### src/rtl/mfu_accumulator_if.sv
// Handshake bundle between the accumulator, its control source and the MFU/consumer.
// master = the block driving start/len/products/out_ready, slave = the accumulator.
interface mfu_accumulator_if #(
    parameter int PROD_W = 16,
    parameter int ACC_W  = 24,
    parameter int LEN_W  = 8
);
    logic              start;
    logic [LEN_W-1:0]  len;
    logic              busy;
    logic              in_valid;
    logic              in_ready;
    logic [PROD_W-1:0] in_prod;
    logic              out_valid;
    logic              out_ready;
    logic [ACC_W-1:0]  out_sum;
    logic              out_ovf;

    modport master (
        output start, len, in_valid, in_prod, out_ready,
        input  busy, in_ready, out_valid, out_sum, out_ovf
    );

    modport slave (
        input  start, len, in_valid, in_prod, out_ready,
        output busy, in_ready, out_valid, out_sum, out_ovf
    );
endinterface

### src/rtl/mfu_accumulator.sv
// Sums a programmed run of unsigned MFU products into one dot-product result.
// Latency: result valid the cycle after the last product transfer; 1 product/cycle.
// Backpressure: in_ready only while accumulating; result held until out_ready.
// Build option MFU_ACC_SATURATE_EN clamps the sum on overflow instead of wrapping.
module mfu_accumulator #(
    parameter int PROD_W = 16,
    parameter int ACC_W  = 24,
    parameter int LEN_W  = 8
) (
    input  logic                clk,
    input  logic                nrst,
    mfu_accumulator_if.slave    bus
);

    typedef enum logic [1:0] {IDLE, ACC, HOLD} state_t;

    state_t            state;
    logic [ACC_W-1:0]  acc;
    logic [LEN_W-1:0]  cnt;
    logic              ovf;

    logic [ACC_W:0]    sum_full;
    logic [ACC_W-1:0]  acc_next;
    logic              ovf_next;
    logic              xfer;
    logic              run_start;

    assign xfer      = bus.in_valid && (state == ACC);
    assign run_start = bus.start && (bus.len != '0);

    // One spare bit catches the carry out of the ACC_W-bit add.
    assign sum_full = {1'b0, acc} + (ACC_W+1)'(bus.in_prod);
    assign ovf_next = ovf | sum_full[ACC_W];

`ifdef MFU_ACC_SATURATE_EN
    assign acc_next = sum_full[ACC_W] ? {ACC_W{1'b1}} : sum_full[ACC_W-1:0];
`else
    assign acc_next = sum_full[ACC_W-1:0];
`endif

    always_ff @(posedge clk or negedge nrst) begin
        if (!nrst) begin
            state         <= IDLE;
            acc           <= '0;
            cnt           <= '0;
            ovf           <= 1'b0;
            bus.out_sum   <= '0;
            bus.out_ovf   <= 1'b0;
            bus.out_valid <= 1'b0;
            bus.in_ready  <= 1'b0;
            bus.busy      <= 1'b0;
        end else begin
            case (state)
                IDLE: begin
                    if (run_start) begin
                        acc          <= '0;
                        ovf          <= 1'b0;
                        cnt          <= bus.len;
                        state        <= ACC;
                        bus.in_ready <= 1'b1;
                        bus.busy     <= 1'b1;
                    end
                end
                ACC: begin
                    if (xfer) begin
                        acc <= acc_next;
                        ovf <= ovf_next;
                        cnt <= cnt - 1'b1;
                        // Last product: publish the sum in the same edge it is formed.
                        if (cnt == LEN_W'(1)) begin
                            bus.out_sum   <= acc_next;
                            bus.out_ovf   <= ovf_next;
                            bus.out_valid <= 1'b1;
                            bus.in_ready  <= 1'b0;
                            state         <= HOLD;
                        end
                    end
                end
                HOLD: begin
                    if (bus.out_ready) begin
                        bus.out_valid <= 1'b0;
                        if (run_start) begin
                            acc          <= '0;
                            ovf          <= 1'b0;
                            cnt          <= bus.len;
                            state        <= ACC;
                            bus.in_ready <= 1'b1;
                        end else begin
                            state    <= IDLE;
                            bus.busy <= 1'b0;
                        end
                    end
                end
                default: begin
                    state         <= IDLE;
                    bus.out_valid <= 1'b0;
                    bus.in_ready  <= 1'b0;
                    bus.busy      <= 1'b0;
                end
            endcase
        end
    end

endmodule

### src/flat_wrapper.sv
// flat-port wrapper written by rule: the top's interface ports become plain ports
module mfu_accumulator_flat 
#(
    parameter int PROD_W = 16,
    parameter int ACC_W  = 24,
    parameter int LEN_W  = 8
)
  (clk, nrst, bus_start, bus_len, bus_in_valid, bus_in_prod, bus_out_ready, bus_busy, bus_in_ready, bus_out_valid, bus_out_sum, bus_out_ovf);
  mfu_accumulator_if #(.PROD_W(PROD_W), .ACC_W(ACC_W), .LEN_W(LEN_W)) bus_i ();
  input  logic clk;
  input  logic nrst;
  input wire logic [$bits(bus_i.start)-1:0] bus_start;
  input wire logic [$bits(bus_i.len)-1:0] bus_len;
  input wire logic [$bits(bus_i.in_valid)-1:0] bus_in_valid;
  input wire logic [$bits(bus_i.in_prod)-1:0] bus_in_prod;
  input wire logic [$bits(bus_i.out_ready)-1:0] bus_out_ready;
  output wire logic [$bits(bus_i.busy)-1:0] bus_busy;
  output wire logic [$bits(bus_i.in_ready)-1:0] bus_in_ready;
  output wire logic [$bits(bus_i.out_valid)-1:0] bus_out_valid;
  output wire logic [$bits(bus_i.out_sum)-1:0] bus_out_sum;
  output wire logic [$bits(bus_i.out_ovf)-1:0] bus_out_ovf;
  assign bus_i.start = bus_start;
  assign bus_i.len = bus_len;
  assign bus_i.in_valid = bus_in_valid;
  assign bus_i.in_prod = bus_in_prod;
  assign bus_i.out_ready = bus_out_ready;
  assign bus_busy = bus_i.busy;
  assign bus_in_ready = bus_i.in_ready;
  assign bus_out_valid = bus_i.out_valid;
  assign bus_out_sum = bus_i.out_sum;
  assign bus_out_ovf = bus_i.out_ovf;
  mfu_accumulator #(.PROD_W(PROD_W), .ACC_W(ACC_W), .LEN_W(LEN_W)) u_core (.clk(clk), .nrst(nrst), .bus(bus_i));
endmodule
### config.mk
export PLATFORM = sky130hd
export DESIGN_NAME = mfu_accumulator_flat
export DESIGN_NICKNAME = d
export VERILOG_FILES = /design/src/rtl/mfu_accumulator_if.sv /design/src/rtl/mfu_accumulator.sv /design/src/flat_wrapper.sv
export SDC_FILE = /design/constraint.sdc
export NUM_CORES = 1
export LEC_CHECK = 0
export BUFFER_PORTS_ARGS = -buffer_cell sky130_fd_sc_hd__buf_2
export CORE_MARGIN = 5
export CORE_UTILIZATION = 55
export CTS_BUF_LIST = sky130_fd_sc_hd__clkbuf_16
export DETAILED_ROUTE_END_ITERATION = 12
export GPL_ROUTABILITY_DRIVEN = 0
export PLACE_DENSITY = 0.78
export SYNTH_ARGS = -nofsm -noshare
export SYNTH_HDL_FRONTEND = slang
export SYNTH_SLANG_ARGS = --single-unit
### constraint.sdc
create_clock -name clk -period 5.5 [get_ports clk]
set_input_delay 0.825 -clock clk [delete_from_list [all_inputs] [get_ports clk]]
set_output_delay 0.825 -clock clk [all_outputs]
set_load 0.01 [all_outputs]
==> results of run 1 <==
worst min-delay path: cells and delay by family (launching register included):
family        cells  cell delay [ns]
flops             1             0.33
simple gates      2             0.10
flip-flops by register name, indices dropped and copies added (netlist names):
| register | flops |
|---|---|
| u_core.acc | 24 |
| u_core.bus.out_sum | 24 |
| u_core.cnt | 8 |
| u_core.state | 2 |
| u_core.bus.busy | 1 |
| u_core.bus.in_ready | 1 |
| u_core.bus.out_ovf | 1 |
| u_core.bus.out_valid | 1 |
| u_core.ovf | 1 |
metrics by stage:
step	hold slack, ns	setup WS (ns)	instance area (um2)	util	power (mW)
floorplan	0.4574	2.692	3816	-	1.634
global placement	0.4539	2.466	4123	0.6102	1.871
detailed placement	0.4567	2.411	4123	0.6102	1.909
CTS	0.4715	2.755	4437	0.6567	2.528
global route	0.5051	2.624	4437	0.6567	2.708
finish	0.4653	2.741	4437	0.6567	2.526
path summary, 6_finish.rpt:
check / to / slack (ns) / depth (start not counted)
max: u_core.acc[22] / 2.74 / 10
min: u_core.bus.out_sum[21] / 0.47 / 2
max reg2reg: u_core.acc[22] / 2.95 / 9
min reg2reg: u_core.bus.out_sum[21] / 0.47 / 2
max in group asynchronous: u_core.acc[5] / 4.32 / 2
min in group asynchronous: u_core.bus.out_sum[21] / 0.66 / 2
cells by family (layout without fill, tap and decap cells):
family / Yosys count / in the layout
AO/OA/AOI/OAI: 131 / 131
XOR/XNOR: 21 / 21
buffers and inverters: 24 / 81
adder cells (fa/ha/maj): 19 / 19
multiplexers: 8 / 8
flip-flops: 63 / 63
AND/OR/NAND/NOR: 141 / 141
metal layers:
metal / GRT usage / vias to the layer above / wire length [um]
met2: 0.3877 / 78 / 4675
met1: 0.2813 / 1589 / 3931
met4: 0.08791 / 0 / 128
met3: 0.04183 / 14 / 441
met5: 0 / - / 0
li1: - / 1587 / -
area by class of cell:
cell class	instances	area, um2	share of cell area
inverter	6	22.52	0.005076
clock buffer	9	225.2	0.05076
timing repair buffer	59	302.8	0.06825
tap	80	100.1	0.02256
sequential	63	1577	0.3553
multi-input combinational	320	2121	0.4780
clock inverter	7	88.84	0.02002
power groups by stage:
stage,Clock (mW),Combinational [mW],Sequential [mW]
after global placement,0,1.12,0.752
after global routing,0.627,1.30,0.781
final,0.602,1.16,0.759
after floorplan,0,0.876,0.758
after CTS,0.608,1.16,0.756
after detailed placement,0,1.15,0.760
Yosys cell counts (all sizes together) (3+ instances only):
cell     n  area share
clkbuf  10      0.0098
nor2    28       0.032
and2     6       0.010
and3     4      0.0066
inv      6      0.0059
mux2     6       0.018
nand2b   6      0.0098
a21o     4      0.0079
xnor2   14       0.032
xor2     7       0.016
nand2   70       0.069
dfrtp   63        0.41
o31ai    5       0.016
o21ai   47       0.063
buf      8       0.015
a21oi   31       0.041
and4     3      0.0069
nand3    4      0.0052
ha      18       0.059
a31oi   10       0.025
a22o    14       0.032
nand4    3      0.0066
nor3     5      0.0079
o211ai   3      0.0085
==> impl_metrics.py, run 1 <==
metrics = {
    "power_and_ir_drop": {
        "power.internal_mw": 1.504,
        "p_clk_frac": 0.238,
        "p_comb_frac": 0.461,
        "switchingPower_mw": 1.022,
        "seq_power_share": 0.301,
        "leakage_nw": 2.111,
        "ir_drop_mv": 0.3071,
        "sw_frac_of_total": 0.4046,
        "p_per_area_mw_per_mm2": 569.4,
    },
    "die": {
        "die_h_um": 93.30,
        "die_w_um": 93.30,
        "ioPinCount": 57,
        "core_area_mm2": 0.006756,
        "dieArea_mm2": 0.008704,
        "start_util": 0.5648,
        "rows": 30,
    },
    "routing": {
        "drc": 0,
        "wire_per_inst_um": 16.87,
        "final_antenna_net_count": 0,
        "dr.pass1.iters": 5,
        "vias_per_cell": 6.007,
        "route.vias.total": 3268,
        "drtIter0Drc": 227,
        "wirelength_um": 9176,
    },
    "clocking": {
        "cts_tree": "built",
        "cts_max_path_buffers": 2,
        "cts-root-buf": "clkbuf_16",
        "cts_sinks": 63,
        "clk_pin_slew_ns": 0.05,
        "clk_latency_ns": 0.33,
        "cts_buffers": 9,
        "cts_setup_buffers": 0,
        "postCtsResizedCells": 0,
        "h-tree-depth": 3,
        "cts_hold_buf": 0,
    },
    "critical_path": {
        "r2r_start": "u_core.acc[0]",
        "path_class": "in -> reg",
        "worst_path_most_repeated_cell": "nor2_1",
        "crit_start": "bus_in_prod[0]",
        "crit_buf_inv": 1,
        "cp_max_fo": 3,
        "arrival_ns": 2.98,
        "crit_path_cell_trace": "buf_2 > ha_1 > fa_1 > a211oi_2 > o211ai_2 > a31oi_2 > nor2_1 > o311ai_4 > nor2_1 > mux2_2",
        "cp-end-kind": "flip-flop",
        "path_delay_family": "compound AO/OA/AOI/OAI gates",
        "crit_path_top_delay_cell": "fa_1",
        "cp-start-kind": "input pin",
        "worst_ep_required_time_ns": 5.72,
        "slowest_delay_ns": 0.43,
    },
    "hold_path": {
        "hp-start": "u_core.bus.out_sum[21]",
        "min_path_type": "reg -> reg",
    },
    "timing": {
        "hold_viol": 0,
        "worst_pin_slew_ns": 0.8173,
        "setup_viol": 0,
        "fmax_ghz": 0.3625,
        "timing.slew.headroom": 0.4532,
        "fin_crit_sh": 0.5016,
        "skew_ns": 0.005801,
        "finalSetupTns_ns": 0,
        "min_period_ns": 2.759,
        "drv_slew": 0,
        "rsz0062_at_grt": "no",
    },
    "layout": {
        "fill_cells": 545,
        "drive_gt1_frac": 0.2177,
        "finalNonFillerCells": 544,
        "antenna_cells": 0,
        "layout_common_cells": "nand2_1, dfrtp_1, buf_2, a21oi_1, o21ai_1",
        "final_common_cell": "nand2_1",
        "syn_to_final_growth_pct": 16.26,
        "nNetsFinal": 507,
    },
    "synth": {
        "synth-xor-area-share": 0.04820,
        "postSynthCellCount": 407,
        "synthAdderAreaFrac": 0.06426,
        "ys_seq_area_frac": 0.4131,
        "synth_edf_count": 0,
        "yosys_warnings": 0,
        "yosys.area_share.simple": 0.1803,
        "synth_top_family_by_area": "compound AO/OA/AOI/OAI gates",
        "synth-main-ff-cell": "dfrtp_1",
        "synth_compound_area_frac": 0.2400,
        "synth_seq_cells": 63,
        "synth_mux_area_frac": 0.02295,
        "synth-async-reset-ratio": 1.000,
        "synth_area_mm2": 0.003816,
        "synth_cell_types": 62,
        "syn_avg_cell_area_um2": 9.376,
        "syn_nets": 455,
    },
    "run": {
        "cap_violations": 0,
    },
    "place": {
        "port_buffers": 56,
        "dpl.hpwl_um": 6242,
        "placed_cells_incl_taps": 528,
    },
    "grt": {
        "grt_pass1_wl_um": 15620,
        "grt_start_max_net_pins": 64,
        "globalRouteTotalUtil": 0.2261,
        "grt_pass1_vias": 3375,
        "overflow": 0,
        "antenna_found_initial": 0,
    },
    "status": {
        "outcome": "complete, no violations",
    },
}
(Power assumes the default switching activity.)
==> run 2, diff against run 1 <==
- ABC_AREA: unset -> 1
- clock period: 5.5 -> 2.65 ns (I/O delays scaled with it)
==> run 2 against run 1 <==
Against the previous run:
- highest routed layer unchanged
- critical path type is now reg -> reg
- utilization hardly changed
- combinational power is 120% higher
- cell area is 8.4% higher
==> impl_metrics.py, run 2 <==
metrics = {
    "clocking": {
        "cts_buffers": 9,
        "cts-root-buf": "clkbuf_16",
        "clk_pin_slew_ns": 0.05,
        "clk_latency_ns": 0.33,
        "cts_sinks": 63,
        "cts_max_path_buffers": 2,
        "cts_setup_buffers": 0,
        "postCtsResizedCells": 0,
        "cts_hold_buf": 0,
        "h-tree-depth": 3,
        "cts_tree": "built",
    },
    "grt": {
        "grt_start_max_net_pins": 40,
        "overflow": 0,
        "grt_pass1_wl_um": 18020,
        "grt_pass1_vias": 3895,
        "globalRouteTotalUtil": 0.2310,
        "antenna_found_initial": 0,
    },
    "timing": {
        "rsz0062_at_grt": "no",
        "drv_slew": 0,
        "holdWs_ns": 0.06469,
        "hold_viol": 0,
        "setup_viol": 0,
        "finalSetupTns_ns": 0,
        "timing.slew.headroom": 0.6058,
        "fin_ws_ns": 0.5162,
        "worst_pin_slew_ns": 0.5913,
        "fin_crit_sh": 0.8052,
        "min_period_ns": 2.134,
        "skew_ns": 0.003983,
        "fmax_ghz": 0.4686,
    },
    "critical_path": {
        "arrival_ns": 2.36,
        "path_depth": 12,
        "worst_path_most_repeated_cell": "nand2_1",
        "r2r_start": "u_core.acc[0]",
        "cp-end-kind": "flip-flop",
        "r2r_cells": 12,
        "path_delay_family": "simple AND/OR/NAND/NOR gates",
        "r2r_setup_slack_ns": 0.52,
        "crit_path_top_delay_cell": "fa_1",
        "rr_endpoint": "u_core.acc[20]",
        "slowest_delay_ns": 0.47,
        "crit_buf_inv": 0,
        "path_class": "reg -> reg",
        "cp_max_fo": 4,
        "crit_path_cell_trace": "ha_1 > fa_1 > nand3_1 > nand3_1 > nand2_1 > nand2_1 > nand2_1 > nand2_1 > nand2_1 > nand2_1 > nand3_1 > nand2_1",
        "cp-start-kind": "flip-flop",
        "crit_end": "u_core.acc[20]",
        "crit_start": "u_core.acc[0]",
        "worst_ep_required_time_ns": 2.87,
    },
    "synth": {
        "synth_area_mm2": 0.004168,
        "synth_area_leaders": "dfrtp_1, nand2_1, inv_1, nand3_1, ha_1",
        "synth_commonest_cells": "nand2_1, inv_1, dfrtp_1",
        "synth-main-ff-cell": "dfrtp_1",
        "synthAdderAreaFrac": 0.05884,
        "synth_compound_area_frac": 0.07655,
        "syn_avg_cell_area_um2": 6.900,
        "synth_top_family_by_area": "simple AND/OR/NAND/NOR gates",
        "synth_area_leader_cell": "dfrtp_1",
        "yosys_warnings": 0,
        "ys_seq_area_frac": 0.3783,
        "synth_cell_types": 35,
        "syn_nets": 652,
        "synth_seq_cells": 63,
        "postSynthCellCount": 604,
        "yosys.area_share.simple": 0.3711,
        "yosysMostFrequentCell": "nand2_1",
        "synth_top_cell_area_share": 0.3783,
        "synth-async-reset-ratio": 1.000,
        "synth_mux_area_frac": 0,
        "synth-xor-area-share": 0.01891,
        "synth_edf_count": 0,
    },
    "die": {
        "die_w_um": 97.05,
        "rows": 31,
        "ioPinCount": 57,
        "die_h_um": 97.05,
        "core_area_mm2": 0.007331,
        "dieArea_mm2": 0.009419,
        "start_util": 0.5685,
    },
    "layout": {
        "syn_to_final_growth_pct": 15.43,
        "final_common_cell": "nand2_1",
        "fin_util": 0.6563,
        "layout_common_cells": "nand2_1, inv_1, dfrtp_1, nand3_1, buf_2",
        "antenna_cells": 0,
        "drive_gt1_frac": 0.1482,
        "finalNonFillerCells": 767,
        "nNetsFinal": 711,
        "design_area_mm2": 0.004811,
        "largestRegisters": "u_core.acc (24), u_core.bus.out_sum (24), u_core.cnt (8)",
    },
    "routing": {
        "drc": 0,
        "wirelength_um": 10420,
        "vias_per_cell": 5.266,
        "drtIter0Drc": 257,
        "dr.pass1.iters": 7,
        "final_antenna_net_count": 0,
        "route.vias.total": 4039,
        "wire_per_inst_um": 13.59,
    },
    "status": {
        "outcome": "complete, no violations",
    },
    "place": {
        "place_ws_ns": 0.4281,
        "placed_cells_incl_taps": 751,
        "port_buffers": 56,
        "dpl.hpwl_um": 7764,
        "placed_cell_area_mm2": 0.004521,
    },
    "power_and_ir_drop": {
        "p_total_mw": 5.237,
        "p_per_area_mw_per_mm2": 1089,
        "leakage_nw": 2.698,
        "ir_drop_mv": 0.4399,
    },
    "hold_path": {
        "min_path_type": "in -> async",
    },
    "run": {
        "cap_violations": 0,
    },
}
## run 2: cell types whose count changed in the layout (fill, tap and decap cells not counted), moves of 10 or more
cell / before / now
a21oi_1: 31 / 11
a22o_1: 14 / 0
inv_1: 8 / 82
nand2_1: 70 / 237
nand3_1: 4 / 58
o21ai_0: 19 / 29
o21ai_1: 27 / 6
## run 2: power by group
group,internal (mW),switching [mW]
sequential,1.32,0.245
clock,0.720,0.439
combinational,0.880,1.64
total,2.92,2.32
## run 2: kinds of logic (layout without fill, tap and decap cells)
group	count (synthesis)	count (layout)
and+or+nand+nor	361	361
buffers and inverters	95	159
adders and majority gates	19	19
AOI/OAI and AO/OA	57	57
DFF	63	63
xor gates and xnor gates	9	9
## run 2: how the worst min path moves through the flow
stage	from	to	slack (ns)
after floorplan	nrst	u_core.acc[0]	0.10
after global placement	nrst	u_core.bus.out_sum[5]	0.43
after detailed placement	nrst	u_core.bus.out_sum[5]	0.43
after CTS	nrst	u_core.bus.out_sum[5]	0.08
after global routing	nrst	u_core.bus.out_sum[6]	0.12
final	nrst	u_core.bus.out_sum[5]	0.06
## run 2: final cells by class
type	count	area (um2)
Clock inverter	7	65.06
Timing Repair Buffer	57	300.3
Inverter	86	330.3
Tap cell	99	123.9
Sequential cell	63	1577
Clock buffer	9	225.2
Fill cell	649	2520
Multi-Input combinational cell	446	2190
## run 2: layer usage
layer / vias to the layer above / wire, um / global-route usage / share of wire
met2: 145 / 4708 / 0.3641 / 0.45
met1: 1846 / 4694 / 0.3040 / 0.45
met3: 25 / 768 / 0.05599 / 0.074
li1: 2023 / - / - / -
met5: - / 0 / 0 / 0
met4: 0 / 252 / 0.09503 / 0.024
